File: config.mk
export PLATFORM = sky130hd
export DESIGN_NAME = mem_port_arbiter
export DESIGN_NICKNAME = d
export VERILOG_FILES = /design/src/rtl/mem_port_arbiter.sv
export SDC_FILE = /design/constraint.sdc
export NUM_CORES = 1
export LEC_CHECK = 0
export ABC_CLOCK_PERIOD_IN_PS = 1500
export CORE_AREA = 2 2 109 111
export CTS_BUF_LIST = sky130_fd_sc_hd__clkbuf_16
export DETAILED_ROUTE_END_ITERATION = 8
export DIE_AREA = 0 0 111 113
export PLACE_DENSITY = 0.83
export SYNTH_ARGS = -nofsm -noshare
export SYNTH_HDL_FRONTEND = slang
export SYNTH_SLANG_ARGS = --single-unit
File: constraint.sdc
create_clock -name clk_i -period 1.5 [get_ports clk_i]
set_input_delay 0.45 -clock clk_i [delete_from_list [all_inputs] [get_ports clk_i]]
set_output_delay 0.45 -clock clk_i [all_outputs]
set_load 0.01 [all_outputs]
File: src/rtl/mem_port_arbiter.sv
// Shares one memory port between instruction fetch and the load/store unit.
// Data accesses win by default, but a fetch that has waited too long takes the next grant.
module mem_port_arbiter #(
   parameter int unsigned WIDTH        = 32,
   parameter int unsigned STARVE_LIMIT = 4
) (
   input  logic             clk_i,
   input  logic             rst_ni,
   input  logic             if_req_i,
   input  logic [WIDTH-1:0] if_addr_i,
   input  logic             if_flush_i,
   output logic             if_ack_o,
   output logic [WIDTH-1:0] if_data_o,
   output logic             if_stall_o,
   input  logic             ls_req_i,
   input  logic             ls_we_i,
   input  logic [WIDTH-1:0] ls_addr_i,
   input  logic [WIDTH-1:0] ls_wdata_i,
   output logic             ls_ack_o,
   output logic [WIDTH-1:0] ls_rdata_o,
   output logic             mem_req_o,
   output logic             mem_we_o,
   output logic [WIDTH-1:0] mem_addr_o,
   output logic [WIDTH-1:0] mem_wdata_o,
   input  logic             mem_ack_i,
   input  logic [WIDTH-1:0] mem_rdata_i
);

   typedef enum logic [1:0] {
      IDLE    = 2'd0,
      IF_BUSY = 2'd1,
      LS_BUSY = 2'd2
   } state_e;

   localparam logic [3:0] Limit = 4'(STARVE_LIMIT);

   state_e           state_q, state_d;
   logic             squash_q, squash_d;
   logic [3:0]       streak_q, streak_d;
   logic             mem_req_q, mem_req_d;
   logic             mem_we_q, mem_we_d;
   logic [WIDTH-1:0] mem_addr_q, mem_addr_d;
   logic [WIDTH-1:0] mem_wdata_q, mem_wdata_d;

   logic ifAck;
   logic lsAck;
   logic decide;
   logic ifElig;
   logic lsElig;
   logic grantIf;
   logic grantLs;

   // A requester whose access is being acked this cycle still shows its old request,
   // so it is kept out of the decision; a flushed fetch is likewise not eligible.
   always_comb begin
      ifAck   = (state_q == IF_BUSY) & mem_ack_i & ~squash_q & ~if_flush_i;
      lsAck   = (state_q == LS_BUSY) & mem_ack_i;
      decide  = (state_q == IDLE) | mem_ack_i;
      ifElig  = if_req_i & ~if_flush_i & ~ifAck;
      lsElig  = ls_req_i & ~lsAck;
      grantIf = decide & ifElig & (~lsElig | (streak_q >= Limit));
      grantLs = decide & lsElig & ~grantIf;
   end

   always_comb begin
      state_d     = state_q;
      squash_d    = squash_q | ((state_q == IF_BUSY) & if_flush_i);
      streak_d    = streak_q;
      mem_req_d   = mem_req_q;
      mem_we_d    = mem_we_q;
      mem_addr_d  = mem_addr_q;
      mem_wdata_d = mem_wdata_q;
      if (decide) begin
         squash_d  = 1'b0;
         mem_req_d = grantIf | grantLs;
         if (!if_req_i || grantIf) begin
            streak_d = 4'd0;
         end else if (grantLs && (streak_q < Limit)) begin
            streak_d = streak_q + 4'd1;
         end
         if (grantIf) begin
            state_d     = IF_BUSY;
            mem_we_d    = 1'b0;
            mem_addr_d  = if_addr_i;
            mem_wdata_d = '0;
         end else if (grantLs) begin
            state_d     = LS_BUSY;
            mem_we_d    = ls_we_i;
            mem_addr_d  = ls_addr_i;
            mem_wdata_d = ls_wdata_i;
         end else begin
            state_d = IDLE;
         end
      end
   end

   always_ff @(posedge clk_i) begin
      if (!rst_ni) begin
         state_q     <= IDLE;
         squash_q    <= 1'b0;
         streak_q    <= 4'd0;
         mem_req_q   <= 1'b0;
         mem_we_q    <= 1'b0;
         mem_addr_q  <= '0;
         mem_wdata_q <= '0;
      end else begin
         state_q     <= state_d;
         squash_q    <= squash_d;
         streak_q    <= streak_d;
         mem_req_q   <= mem_req_d;
         mem_we_q    <= mem_we_d;
         mem_addr_q  <= mem_addr_d;
         mem_wdata_q <= mem_wdata_d;
      end
   end

   assign if_ack_o    = ifAck;
   assign ls_ack_o    = lsAck;
   assign if_stall_o  = if_req_i & ~ifAck;
   assign if_data_o   = mem_rdata_i;
   assign ls_rdata_o  = mem_rdata_i;
   assign mem_req_o   = mem_req_q;
   assign mem_we_o    = mem_we_q;
   assign mem_addr_o  = mem_addr_q;
   assign mem_wdata_o = mem_wdata_q;

endmodule

# Yosys cells after proc, flatten, opt, wreduce, memory -nomap -nowiden

Index checks and enable logic that the tools add are counted.

Flip-flop bits (word level): 73
Bits in latches: 0
RAM bits: 0
Bits in read-only memories: 0
Bits of input ports: 135
Output and inout bits: 133
Word-level logic and storage cells: 55
Memories: 0

Add/subtract/negate cells: 1
Multipliers: 0
Div/mod/pow operators: 0
Order comparisons: 2
Equality and inequality tests: 2
Shifts and indexed selects: 0
Muxes and demuxes: 10
Bitwise operators: 24
Reduce and logical (&&, ||, !) cells: 9

Operator list:

| operator              | number |
|---|---|
| $mux W32              | 4 |
| $and A1 B1 Y1         | 13 |
| $mux W4               | 2 |
| $not A1 Y1            | 7 |
| $add A4 B1 Y4 const B | 1 |
| $ge A4 B3 Y1 const B  | 1 |
| $lt A4 B3 Y1 const B  | 1 |
| $mux W2               | 2 |
| $or A1 B1 Y1          | 4 |
| $reduce_and A2 Y1     | 2 |
| $reduce_bool A2 Y1    | 2 |
| $eq A2 B1 Y1 const B  | 1 |
| $eq A2 B2 Y1 const B  | 1 |
| $logic_not A2 Y1      | 1 |
| $mux W1               | 2 |
| $reduce_or A2 Y1      | 1 |
| $logic_and A1 B1 Y1   | 1 |
| $logic_not A1 Y1      | 1 |
| $logic_or A1 B1 Y1    | 1 |

# Depth between registers and ports, before layout

Depth in word-level cells: 13
Depth in mapped cells: 6
Depth with buffers taken out: 4

# Worst setup path before layout

No wires, ideal clock.

Kind: input to output
Start: input port mem_ack_i
End: output port if_stall_o
Arrival time: 1.255 ns
Required time: 1.050 ns
Setup slack: -0.205 ns
Cell stages on the path: 3
Buffers on the path: 0
Path through: and2_1 > nor4b_1 > nor2_1

Longest elaborated chain between the ends: 5

RTL lines:

| item                        | RTL line | source |
|---|---|---|
| start: declaration          | 25       | `input logic mem_ack_i,` |
| $and A1 B1 Y1 (3 in series) | 56       | `ifAck = (state_q == IF_BUSY) & mem_ack_i & ~squash_q & ~if_flush_i;` |
| via if_ack_o                | 12       | `output logic if_ack_o,` |
| $not A1 Y1                  | 119      | `assign if_stall_o = if_req_i & ~ifAck;` |
| $and A1 B1 Y1               | 119      |  |
| end: declaration            | 14       | `output logic if_stall_o,` |

The timed path passes the listed nets, and every way through them passes these cells.

# Worst setup path after layout

Start: register state_q[0]
End: register mem_addr_q[11], in the netlist mem_addr_o[11]

Longest elaborated chain between the ends: 12
Elaborated cells between the ends (all ways): 22
Classes of those cells: eq/ne: 2; mux: 1; bitwise: 16; reduce/logical: 3

RTL lines:

| item                                | RTL line | source |
|---|---|---|
| start: declaration                  | 37       | `state_e state_q, state_d;` |
| start signal: assignment            | 107      | `state_q <= state_d;` |
| $eq A2 B1 Y1                        | 56       |  |
| $and A1 B1 Y1 (3 in series)         | 56       |  |
| $not A1 Y1                          | 59       | `ifElig = if_req_i & ~if_flush_i & ~ifAck;` |
| $and A1 B1 Y1                       | 59       |  |
| $and A1 B1 Y1 (2 in series)         | 61       | `grantIf = decide & ifElig & (~lsElig \| (streak_q >= Limit));` |
| $not A1 Y1                          | 62       | `grantLs = decide & lsElig & ~grantIf;` |
| $and A1 B1 Y1                       | 62       |  |
| $reduce_bool A2 Y1 (no source line) | -        |  |
| $reduce_and A2 Y1 (no source line)  | -        |  |
| end signal: assignment              | 112      | `mem_addr_q <= mem_addr_d;` |
| end: declaration                    | 42       | `logic [WIDTH-1:0] mem_addr_q, mem_addr_d;` |

Several ways; a longest one is shown, not always the timed one.
A chain may end at the register's enable or synchronous reset.

==> out/metrics.yaml <==
ir_worst_vdd_v: 0.000426
hpwl_mm: 7.86
dp_slack_ns: -0.974
routed_via_density: 4.98
syn_area_per_cell_sq_um: 7.96
crit_required_ns: 1.71
status: "finished, violations left"
ys.flop_type: "dfxtp_1"
path_class: "reg -> reg"
synth_cells: 436
ant_nets: 0
core_sq_um: 11300
place.gp.congestion: 0.816
hp-class: "reg -> reg"
endpoint_kind: "flip-flop"
period_minus_slack_ns: 1.73
p_int_mw: 3.95
die_w_um: 111
ys_warn_count: 0
wl_per_cell_um: 16.9
area_delta_synth_final_pct: 69.7
drcViolationCount: 0
power_mw: 5.51
cp-start-kind: "flip-flop"
synth-edff-count: 0
p_comb_share_pct: 26.6
synth_area_sq_um: 3470
clkPwrFrac_pct: 34.0
synth_nets: 572
ys_seq_area_share_pct: 42.1
synth.largest_area_cell: "dfxtp_1"
register_area_sq_um: 1460
rsz0062_at_grt: "true"
ctsRootBufferMaster: "clkbuf_16"
synth_area_leaders: "dfxtp_1 (42%), buf_4 (14%), nand2_1 (14%)"
grt_usage_pct: 18.1
num_io_pins: 268
fillers: 1055
netlist_top_cells_count: "nand2_1 (132), dfxtp_1 (73), buf_4 (66), a21oi_1 (34), a31oi_1 (34)"
yosysMostFrequentCell: "nand2_1"
dieArea_sq_um: 12500
slew_violations: 0
setup_ws_ns: -0.229
maxSlewHeadroom_pct: 66.8
fmaxAchievable_ghz: 0.578
multi_input_area_sq_um: 1760
min_period_over_period_pct: 115
p_leak_nw: 2.44
numCtsBuffers: 9
holdWs_ns: 0.447
routed_wl_mm: 12.1
die_h_um: 113
drtIter0Drc: 195
pwr_density_cell_nw_per_um2: 935
maxCapViolCount: 0
port_buffers: 171
antenna_found_initial: 0
setup_violations: 73
violations: "setup timing"
final.setup_skew_ns: 0.00510
clk_path_buf_depth: 2
p_sw_mw: 1.56
fin_nets: 705
grt_max_degree: 37
start_util_pct: 30.8
hold_viol_final: 0
rows: 39
cts.clk_slew.worst_paths_ns: 0.06
synth-async-reset-ratio_pct: 0
grt_pass1_wl_mm: 18.1
htree_levels: 3
netlist.area_leader.share_pct: 42.1
arrival_ns: 1.94
drive_gt1_share_pct: 19.5
synth_cell_types: 32
cts_tree: "built"
grt_pass1_vias: 3638
worstPathMaxFanout: 7
worst_pin_slew_ns: 0.497
cts_num_sinks: 73
synth-seq-cells: 73
vias: 3563
switching_share_pct: 28.4
antenna_cells: 0
dr.pass1.iters: 4
overflow: 0
worstSkewPairLatency_ns: 0.33
seqPwrFrac_pct: 39.4
[stage by stage]
stage                     cells  util [%]  TNS, ns  instance area [sq um]
after floorplan             436         -    -1.91                   3490
final                       716      52.3   -12.27                   5890
after global routing        716      52.3   -17.27                   5890
after detailed placement    681      44.6   -55.63                   5030
after CTS                   710      49.5   -11.19                   5580
after global placement      681      44.6   -53.38                   5030
[critical path, stage by stage (launching register included)]
cell	delay [ns]
dfxtp_2	0.32
buf_6	0.11
and3b_2	0.24
buf_6	0.10
o21ai_4	0.06
buf_4	0.13
buf_6	0.13
clkbuf_16	0.17
o31ai_2	0.29
a31oi_4	0.05
[power by group through the flow]
| stage | sequential (mW) | clock, mW | combinational, mW |
|---|---|---|---|
| final | 2.17 | 1.87 | 1.47 |
| after global placement | 2.21 | 0 | 1.25 |
| after floorplan | 2.28 | 0 | 0.607 |
| after global routing | 2.19 | 1.99 | 1.57 |
| after CTS | 2.17 | 1.92 | 1.33 |
| after detailed placement | 2.22 | 0 | 1.28 |
[final cells by class]
type	count	share of cell area, %
timing repair buffer	218	37.8
multi-input combinational	265	29.9
sequential	73	24.8
clock buffer	9	3.82
tap	143	3.04
clock inverter	6	0.467
inverter	2	0.127
[metal layers]
layer	vias up	track usage, %	wire length, um	share of wire [%]
met3	55	5.89	896	7.4
li1	1695	-	-	-
met2	163	30.6	6020	50
met1	1650	19.8	4650	38
met4	0	10.8	525	4.3
met5	-	0	0	0
[repair_timing]
| action | in CTS | in global routing |
|---|---|---|
| buffers inserted | 10 | 3 |
| resized for setup | 124 | 32 |
| pin swaps | 4 | 6 |
| endpoints found under the setup margin | 140 | 74 |
| endpoints found under the hold margin | 0 | 0 |
| gates cloned | 4 | 3 |
| hold buffers | 0 | 0 |
[state kept, by name, indices dropped and copies added (netlist names)]
name / count
streak_q: 4
state_q: 2
mem_addr_o: 32
mem_wdata_o: 32
mem_we_o: 1
mem_req_o: 1
squash_q: 1
[kinds of logic after synthesis]
| kind of cell | share of synthesized area, % |
|---|---|
| and+or+nand+nor | 17.2 |
| adders and majority gates | 0.360 |
| buffers and inverters | 18.9 |
| DFF | 42.1 |
| AOI/OAI and AO/OA | 21.4 |
[final timing paths]
path | from | to | slack [ns] | depth (start not counted)
worst min-delay path | mem_wdata_o[28] | mem_wdata_o[28] | 0.45 | 2
worst max-delay path | state_q[0] | mem_addr_o[11] | -0.23 | 9
worst max register to register | state_q[0] | mem_addr_o[11] | -0.23 | 9
worst min register to register | mem_wdata_o[28] | mem_wdata_o[28] | 0.45 | 2
[cell usage in the layout (no fill, tap or decap), types with 2 or more instances in the layout]
| master | count |
|---|---|
| nand2_1 | 132 |
| dfxtp_2 | 2 |
| buf_2 | 2 |
| clkinv_2 | 4 |
| buf_12 | 8 |
| nand2b_1 | 2 |
| a31oi_1 | 18 |
| inv_1 | 2 |
| a31oi_4 | 14 |
| buf_4 | 23 |
| o31ai_2 | 8 |
| dlygate4sd2_1 | 69 |
| nor2_1 | 2 |
| dfxtp_1 | 71 |
| a21boi_2 | 2 |
| a21oi_1 | 32 |
| clkdlybuf4s50_1 | 98 |
| buf_16 | 3 |
| a21oi_2 | 2 |
| a31oi_2 | 2 |
| o31ai_1 | 20 |
| o31ai_4 | 5 |
| clkbuf_16 | 11 |
| nor2b_1 | 2 |
| o21ai_0 | 3 |
| and3_1 | 2 |
| o21ai_4 | 3 |
| buf_6 | 11 |
Power figures use the tool's default switching activity.
==> patch: new RTL, same flow settings <==
Encoding of `state_e`: now one-hot (3 bits for 3 states).
--- a/src/rtl/mem_port_arbiter.sv
+++ b/src/rtl/mem_port_arbiter.sv
@@ -26,10 +26,10 @@
    input  logic [WIDTH-1:0] mem_rdata_i
 );
 
-   typedef enum logic [1:0] {
-      IDLE    = 2'd0,
-      IF_BUSY = 2'd1,
-      LS_BUSY = 2'd2
+   typedef enum logic [2:0] {
+      IDLE    = 3'b001,
+      IF_BUSY = 3'b010,
+      LS_BUSY = 3'b100
    } state_e;
 
    localparam logic [3:0] Limit = 4'(STARVE_LIMIT);
Behaviour: no difference found for any inputs over 10 cycles, from zero or initial values and one cycle with rst_ni low; not proved beyond that.
==> patch against the unedited design <==
- the run still ends with setup timing left
- total power grew 8.0%
- critical path depth shrank 1
- synthesized cell count shrank 6.2%
- worst setup slack lost 0.17 ns
- non-clock buffer count shrank 1
- synthesized area grew 2.7%
- final area grew 4.7%
- global-route usage shrank 1.5 points
- sequential power grew 3%
- worst hold slack lost 0.015 ns
- sequential share of layout area shrank 0.77 points
- sequential cell count grew 1
- wire length grew 2.5%
- largest cell class unchanged
==> patch: results (changes against the unedited design) <==
Status = finished, violations left
Failing checks = setup timing
DR WL/cell = 17.9 µm (+6.2%)
HP Start = streak_q[3]
Relative slew slack = 0.794 (+0.126)
Top cells by count, synth = dfxtp_1 (74), nand2_1 (70), buf_4 (65), nor2b_1 (34)
Syn nets = 545 (-4.7%)
Worst Path Arrival = 2.15 ns (+0.21 ns)
Total GRT Usage = 0.165 (-0.0154)
Routability congestion estimate = 0.802 (-1.8%)
Clock buf/inv share = 0.0479 (+0.00496)
Area contributors post-synth = dfxtp_1 (42%), buf_4 (14%), nand2_1 (7.4%)
Top delay family on crit path = compound AO/OA/AOI/OAI gates
Number of fillers in the final layout = 938 (-11%)
Synthesized-area fraction occupied by adder cells = 0.00351 (-0.0000948)
Max VDD drop = 0.447 mV (+5.1%)
Synth cell types = 35 (+9.4%)
Worst-path fanout max = 8 (+1)
DRT Pass-1 Iters = 5 (+1)
FMAX = 527 MHz (-8.9%)
Vias in the first global route = 3426 (-5.8%)
Comb_multi_in = 238 (-10%)
Non-clk bufs = 217 (-0.46%)
Seq. cell area = 1490 µm² (+1.5%)
Met1 usage = 0.173 (-0.0251)
Multi-input combinational area share = 0.298 (-0.000894)
Drt initial violations = 158 (-19%)
Grt met2 use = 0.288 (-0.0184)
Met1 wire length = 4660 µm (+0.32%)
Data buffer area share = 0.382 (+0.00448)
Reg2Reg Depth = 8 (-1)
First-pass GRT wire length = 16600 µm (-8.3%)
Max Clock Skew = 0.00834 ns (+0.00324 ns)
Vias/cell = 5.02 (+0.86%)
Final setup vio count = 76 (+4.1%)
Layout Nets = 679 (-3.7%)
Pre-CTS setup slack = -0.842 ns (+0.132 ns)
Worst r2r dst = mem_addr_o[12]
Sequential cell count = 74 (+1.4%)
DP Wirelength = 6620 µm (-16%)
Final worst slack = -0.399 ns (-0.170 ns)
patch: cell count changes after synthesis, moves of 6 or more:
| cell | delta |
|---|---|
| o21ai_1 | +13 |
| a21oi_1 | -33 |
| o31ai_1 | -33 |
| nand2_1 | -62 |
| nor2b_1 | +32 |
| o21ai_0 | +15 |
| buf_6 | +6 |
| a22oi_1 | +33 |
patch: per-stage QoR:
stage | hold slack (ns) | instance area (µm²) | power (W) | std cells
final | 0.432 | 6170 | 0.00595 | 691
after global routing | 0.457 | 6170 | 0.00620 | 691
after CTS | 0.433 | 5590 | 0.00569 | 680
after detailed placement | 0.423 | 5010 | 0.00350 | 649
after global placement | 0.420 | 5010 | 0.00346 | 649
after floorplan | 0.410 | 3610 | 0.00298 | 409
patch: logic make-up (layout without fill, tap and decap cells):
group / count (synthesis) / count (layout)
flops: 74 / 74
compound gates: 111 / 111
simple gates: 126 / 126
buf+inv: 97 / 236
fa+ha+maj: 1 / 1
patch: what timing repair did:
item / in CTS / in global routing
pin swaps: 9 / 65
setup endpoints to repair: 142 / 76
gates resized for setup: 121 / 91
setup buffers: 8 / 4
hold buffers: 0 / 0
hold endpoints to repair: 0 / 0
cloned: 7 / 9
patch: how the worst max path moves through the flow:
stage,startpoint,to,slack [ns],cells after the start
floorplan,state_q[0],mem_wdata_o[11],-0.02,8
CTS,state_q[2],if_stall_o,-0.34,4
global placement,mem_ack_i,ls_ack_o,-0.75,4
global route,state_q[1],mem_addr_o[12],-0.44,8
finish,state_q[1],mem_addr_o[12],-0.40,8
detailed placement,mem_ack_i,mem_addr_o[0],-0.84,7
patch: report_power, final:
group / total, W / switching [W] / leakage (nW) / internal, W
Combinational: 0.00162 / 0.000716 / 1.84 / 0.000903
Clock: 0.00210 / 0.000818 / 0.145 / 0.00128
Sequential: 0.00223 / 0.0000984 / 0.611 / 0.00213
